**config.mk**
```make
export PLATFORM = sky130hd
export DESIGN_NAME = seq_counter
export DESIGN_NICKNAME = d
export VERILOG_FILES = /design/src/rtl/seq_counter_pkg.sv /design/src/rtl/seq_counter_table.sv /design/src/rtl/seq_counter.sv
export SDC_FILE = /design/constraint.sdc
export NUM_CORES = 1
export LEC_CHECK = 0
export CELL_PAD_IN_SITES_DETAIL_PLACEMENT = 0
export CELL_PAD_IN_SITES_GLOBAL_PLACEMENT = 1
export CORE_MARGIN = 2
export CORE_UTILIZATION = 23
export DETAILED_ROUTE_END_ITERATION = 10
export PLACE_DENSITY_LB_ADDON = 0.25
export SETUP_SLACK_MARGIN = 0.15
export SLEW_MARGIN = 20
export SYNTH_ARGS = -nofsm -noshare
export SYNTH_HDL_FRONTEND = slang
export SYNTH_SLANG_ARGS = --single-unit
```
**constraint.sdc**
```tcl
create_clock -name clk -period 1.7 [get_ports clk]
set_input_delay 0.255 -clock clk [delete_from_list [all_inputs] [get_ports clk]]
set_output_delay 0.255 -clock clk [all_outputs]
set_load 0.03 [all_outputs]
```
**src/rtl/seq_counter_pkg.sv**
```systemverilog
// Shared constants and helpers for the table-driven sequence counter.
// Optional table programming is enabled by defining SEQ_CNT_WRITE_EN.
package seq_counter_pkg;

    localparam logic DIR_UP    = 1'b0;
    localparam logic DIR_DOWN  = 1'b1;
    localparam logic MODE_WRAP = 1'b0;
    localparam logic MODE_STOP = 1'b1;

    // Reset / ROM content of entry i: i mod 2^width.
    function automatic int default_entry(input int i, input int width);
        if (width >= 31) begin
            return i;
        end
        return i % (1 << width);
    endfunction

endpackage

```
**src/rtl/seq_counter_table.sv**
```systemverilog
// DEPTH x WIDTH sequence table with an asynchronous read port.
// With SEQ_CNT_WRITE_EN defined the table is a register array with a
// synchronous write port and reset-restored contents; otherwise it is a
// constant ROM holding the default contents.
module seq_counter_table
    import seq_counter_pkg::*;
#(
    parameter int WIDTH = 3,
    parameter int DEPTH = 6,
    localparam int IDX_W = $clog2(DEPTH)
) (
`ifdef SEQ_CNT_WRITE_EN
    input  logic             clk,
    input  logic             reset,
    input  logic             wr_en,
    input  logic [IDX_W-1:0] wr_addr,
    input  logic [WIDTH-1:0] wr_data,
`endif
    input  logic [IDX_W-1:0] rd_addr,
    output logic [WIDTH-1:0] rd_data
);

    logic [WIDTH-1:0] rom [DEPTH];

    // Default table contents, one constant per entry.
    for (genvar g = 0; g < DEPTH; g++) begin : g_rom
        assign rom[g] = WIDTH'(default_entry(g, WIDTH));
    end

`ifdef SEQ_CNT_WRITE_EN
    logic [WIDTH-1:0] mem [DEPTH];
    logic             wr_ok;

    // Writes outside the table are dropped.
    assign wr_ok = wr_en && (int'(wr_addr) < DEPTH);

    // Reset restores the default contents and beats any write.
    always_ff @(posedge clk) begin
        if (reset) begin
            for (int i = 0; i < DEPTH; i++) begin
                mem[i] <= rom[i];
            end
        end else if (wr_ok) begin
            mem[wr_addr] <= wr_data;
        end
    end

    // Asynchronous read of the current entry.
    assign rd_data = mem[rd_addr];
`else
    // Asynchronous read of the constant table.
    assign rd_data = rom[rd_addr];
`endif

endmodule

```
**src/rtl/seq_counter.sv**
```systemverilog
// Table-driven sequence counter: steps idx up or down through a DEPTH-entry
// table, wrapping or parking at the end, and presents table[idx] on Q.
// Define SEQ_CNT_WRITE_EN to add the run-time table write port.
module seq_counter
    import seq_counter_pkg::*;
#(
    parameter int WIDTH = 3,
    parameter int DEPTH = 6,
    localparam int IDX_W = $clog2(DEPTH)
) (
    input  logic             clk,
    input  logic             reset,
    input  logic             enable,
    input  logic             dir,
    input  logic             mode,
    input  logic             load,
    input  logic [IDX_W-1:0] load_idx,
`ifdef SEQ_CNT_WRITE_EN
    input  logic             wr_en,
    input  logic [IDX_W-1:0] wr_addr,
    input  logic [WIDTH-1:0] wr_data,
`endif
    output logic [WIDTH-1:0] Q,
    output logic [IDX_W-1:0] idx,
    output logic             tc,
    output logic             done
);

    localparam logic [IDX_W-1:0] LAST_IDX = IDX_W'(DEPTH - 1);

    logic [IDX_W-1:0] idx_r, idx_nxt, end_idx;
    logic             done_r, done_nxt;
    logic             at_end, load_ok;

    // The end position depends on the current direction only.
    assign end_idx = (dir == DIR_UP) ? LAST_IDX : '0;
    assign at_end  = (idx_r == end_idx);
    assign load_ok = (int'(load_idx) < DEPTH);

    // Terminal count: an enabled step taken from the end position.
    assign tc = enable & ~load & ~reset & at_end;

    // Next index / done: load beats enable; at the end either wrap or park.
    always_comb begin
        idx_nxt  = idx_r;
        done_nxt = done_r;
        if (load) begin
            idx_nxt  = load_ok ? load_idx : '0;
            done_nxt = 1'b0;
        end else if (enable) begin
            if (!at_end) begin
                idx_nxt  = (dir == DIR_UP) ? idx_r + IDX_W'(1) : idx_r - IDX_W'(1);
                done_nxt = 1'b0;
            end else if (mode == MODE_WRAP) begin
                idx_nxt  = (dir == DIR_UP) ? '0 : LAST_IDX;
                done_nxt = 1'b0;
            end else begin
                done_nxt = 1'b1;
            end
        end
    end

    // Index and done registers with synchronous reset.
    always_ff @(posedge clk) begin
        if (reset) begin
            idx_r  <= '0;
            done_r <= 1'b0;
        end else begin
            idx_r  <= idx_nxt;
            done_r <= done_nxt;
        end
    end

    assign idx  = idx_r;
    assign done = done_r;

    seq_counter_table #(
        .WIDTH (WIDTH),
        .DEPTH (DEPTH)
    ) u_table (
`ifdef SEQ_CNT_WRITE_EN
        .clk     (clk),
        .reset   (reset),
        .wr_en   (wr_en),
        .wr_addr (wr_addr),
        .wr_data (wr_data),
`endif
        .rd_addr (idx_r),
        .rd_data (Q)
    );

endmodule

```
==> impl_metrics.csv <==
group,metric,value,unit
placed_design,place_hpwl,718.5,um
hold_path,holdCritStartpoint,"done",
grt,grt_pass1_wl,1800,um
clock_network,cts_hold_buffers,0,
sta,max_freq,0.5702,GHz
layout,fin_area,644.4,um^2
floorplan,core_region_area,1471,um^2
grt,grt_pass1_vias,420,
grt,grt_max_degree,9,
critical_path,r2r_start,"idx[1]",
critical_path,reg2regPathDepth,5,
logic_synthesis,yosysMostFrequentCell,"nand2_1",
critical_path,worstSetupStartpointType,"flop",
logic_synthesis,ys.flop_type,"dfxtp_1",
critical_path,worstSetupPathType,"reg2out",
power_and_ir_drop,p_leak,0.2721,nW
detailed_routing,first_pass_iters,4,
power_and_ir_drop,p_per_area,683.3,nW/um^2
hold_path,holdPathStages,3,
logic_synthesis,synthArstFlopShare,0,
critical_path,arrival,1500,ps
detailed_routing,ant_nets,0,
layout,nNetsFinal,79,
detailed_routing,vias,416,
critical_path,crit_fanout,3,
run_status,violations,"setup timing",
sta,timing.hold.ws,639.2,ps
hold_path,whs_endpoint,"done",
sta,min_period,1754,ps
floorplan,floorplan.initialDensity,0.2381,
sta,worst_pin_slew,318.2,ps
sta,final.setup.tns,-184.2,ps
detailed_routing,drc,0,
sta,fin_crit_sh,1.032,
logic_synthesis,yosysUniqueCellTypes,27,
logic_synthesis,yosysTopAreaCellShare,0.2286,
detailed_routing,viasPerCell,4.952,
logic_synthesis,ys_seq_area_frac,0.2286,
critical_path,crit_required,1440,ps
logic_synthesis,synth_warnings,0,
sta,setup_ws,-53.78,ps
power_and_ir_drop,total_power,440.3,uW
placed_design,gp_congestion,0.6886,
run,maxCapViolations,0,
clock_network,cts_tree,"yes",
critical_path,rrSetupSlack,-50,ps
floorplan,dieArea,1852,um^2
layout,drive_gt1_frac,0.4265,
floorplan,fp-row-count,14,
layout,syn2layout_area_growth,83.93,%
placed_design,io_buffers,16,
grt,grt_overflow,0,
floorplan,io_pins,17,
clock_network,clk_path_buf_depth,2,
logic_synthesis,synthCells,41,
placed_design,dpl-instance-area,565.5,um^2
logic_synthesis,syn-num-nets,51,
floorplan,die_height,43.03,um
clock_network,htreeDepth,1,
hold_path,hold_class,"reg2reg",
grt,antenna_found_initial,0,
clock_network,cts_sinks,4,
detailed_routing,wire_per_inst,12.35,um
sta,relSlewSlack,0.7887,
clock_network,root_buffer,"clkbuf_4",
logic_synthesis,yosys.area.top_type,"dfxtp_1",
logic_synthesis,synth.avg_cell_area,8.545,um^2
critical_path,crit_chain,"or4bb_4 -> nand2_2 -> and3_4 -> buf_6",
sta,setup_viol,4,
sta,rsz0062_at_grt,"yes",
clock_network,worstSkewPairLatency,250,ps
sta,skew,7.809,ps
logic_synthesis,ys_top_cells_by_count,"nand2_1, dfxtp_1, nor2_1",
floorplan,die_x,43.03,um
logic_synthesis,synth_edf_count,0,
logic_synthesis,synth_area_leaders,"dfxtp_1, nand2_1, fa_1",
detailed_routing,finalWirelength,1037,um
sta,final_max_slew_viol_count,0,
logic_synthesis,synth_area,350.3,um^2
logic_synthesis,synth_seq_cells,4,
layout,n_antenna_cell,0,
grt,grt_usage,0.1313,
clock_network,cts_buffers,3,
power_and_ir_drop,ir_drop,0.3511,mV
run_status,status,"complete, but fails checks",
critical_path,r2r_end,"idx[0]",
critical_path,end_kind,"output pin",
sta,hold_viol_final,0,
critical_path,slowest_delay,540,ps
critical_path,critPathSlowestCell,"or4bb_4",
clock_network,clk_pin_slew,40,ps
detailed_routing,dr.first_iter.drc_count,5,
placed_design,place_ws,-363.3,ps
==> layout by cell type (no fill, tap or decap), types with 2 or more instances in the layout <==
master	netlist	routed
clkbuf_4	0	3
nor2_1	3	2
dlygate4sd2_1	0	6
clkdlybuf4s50_1	0	8
a21oi_1	2	2
nand2_1	6	5
a311oi_2	0	2
dfxtp_4	0	2
buf_4	2	10
==> state kept, by name, indices dropped and copies added, names as in the netlist <==
| signal | flops |
|---|---|
| done | 1 |
| idx | 3 |
==> routing by layer <==
metal  global-route usage  vias to the layer above  part of all wire
met5                    0                        -                 0
met4              0.01818                        0            0.0077
met3              0.06809                        2             0.064
met2               0.1970                       12              0.47
met1               0.1718                      191              0.45
li1                     -                      211                 -
==> logic make-up after synthesis <==
family / after synthesis / synth area share
buf+inv: 3 / 0.05355
simple gates: 19 / 0.3286
flops: 4 / 0.2286
fa+ha+maj: 1 / 0.05715
compound gates: 14 / 0.3322
==> area by class of cell <==
| class | count | area [um^2] |
|---|---|---|
| well taps | 16 | 20.02 |
| flip-flops and latches | 4 | 88.84 |
| fillers | 157 | 827.0 |
| repair buffers | 26 | 224.0 |
| clock buffers | 4 | 26.28 |
| multi-input cells | 34 | 285.3 |
==> worst max-delay path by stage <==
stage               startpoint      to  slack [ps]  cells past startpoint
CTS                     idx[0]  idx[2]         -90                      5
finish                  idx[1]      tc         -50                      4
detailed placement         dir  idx[1]        -360                      5
global placement           dir  idx[0]        -350                      5
floorplan               idx[0]  idx[0]          20                      4
global route            idx[1]      tc        -120                      4
==> per-stage QoR <==
step,instances,util
floorplan,41,-
global placement,76,0.3844
detailed placement,76,0.3844
CTS,84,0.4226
global route,84,0.4379
finish,84,0.4379
==> power breakdown <==
part	switching (mW)	internal [mW]	leakage, nW
clock network	0.0485	0.0887	0.0150
registers	0.00756	0.103	0.0345
logic	0.0967	0.0960	0.223
total	0.153	0.288	0.272
==> worst max-delay path, delay by kind of cell (launching register included) <==
| kind | cells | cell delay [ps] |
|---|---|---|
| buf+inv | 1 | 120 |
| simple gates | 3 | 800 |
| flops | 1 | 340 |
==> repair_timing <==
item | 4_1_cts | 5_1_grt
pin swaps | 5 | 3
resized for setup | 15 | 5
endpoints found under the setup margin | 10 | 4
endpoints found under the hold margin | 0 | 0
setup buffers | 4 | 0
Note: power is estimated with default switching activity, not from simulation.
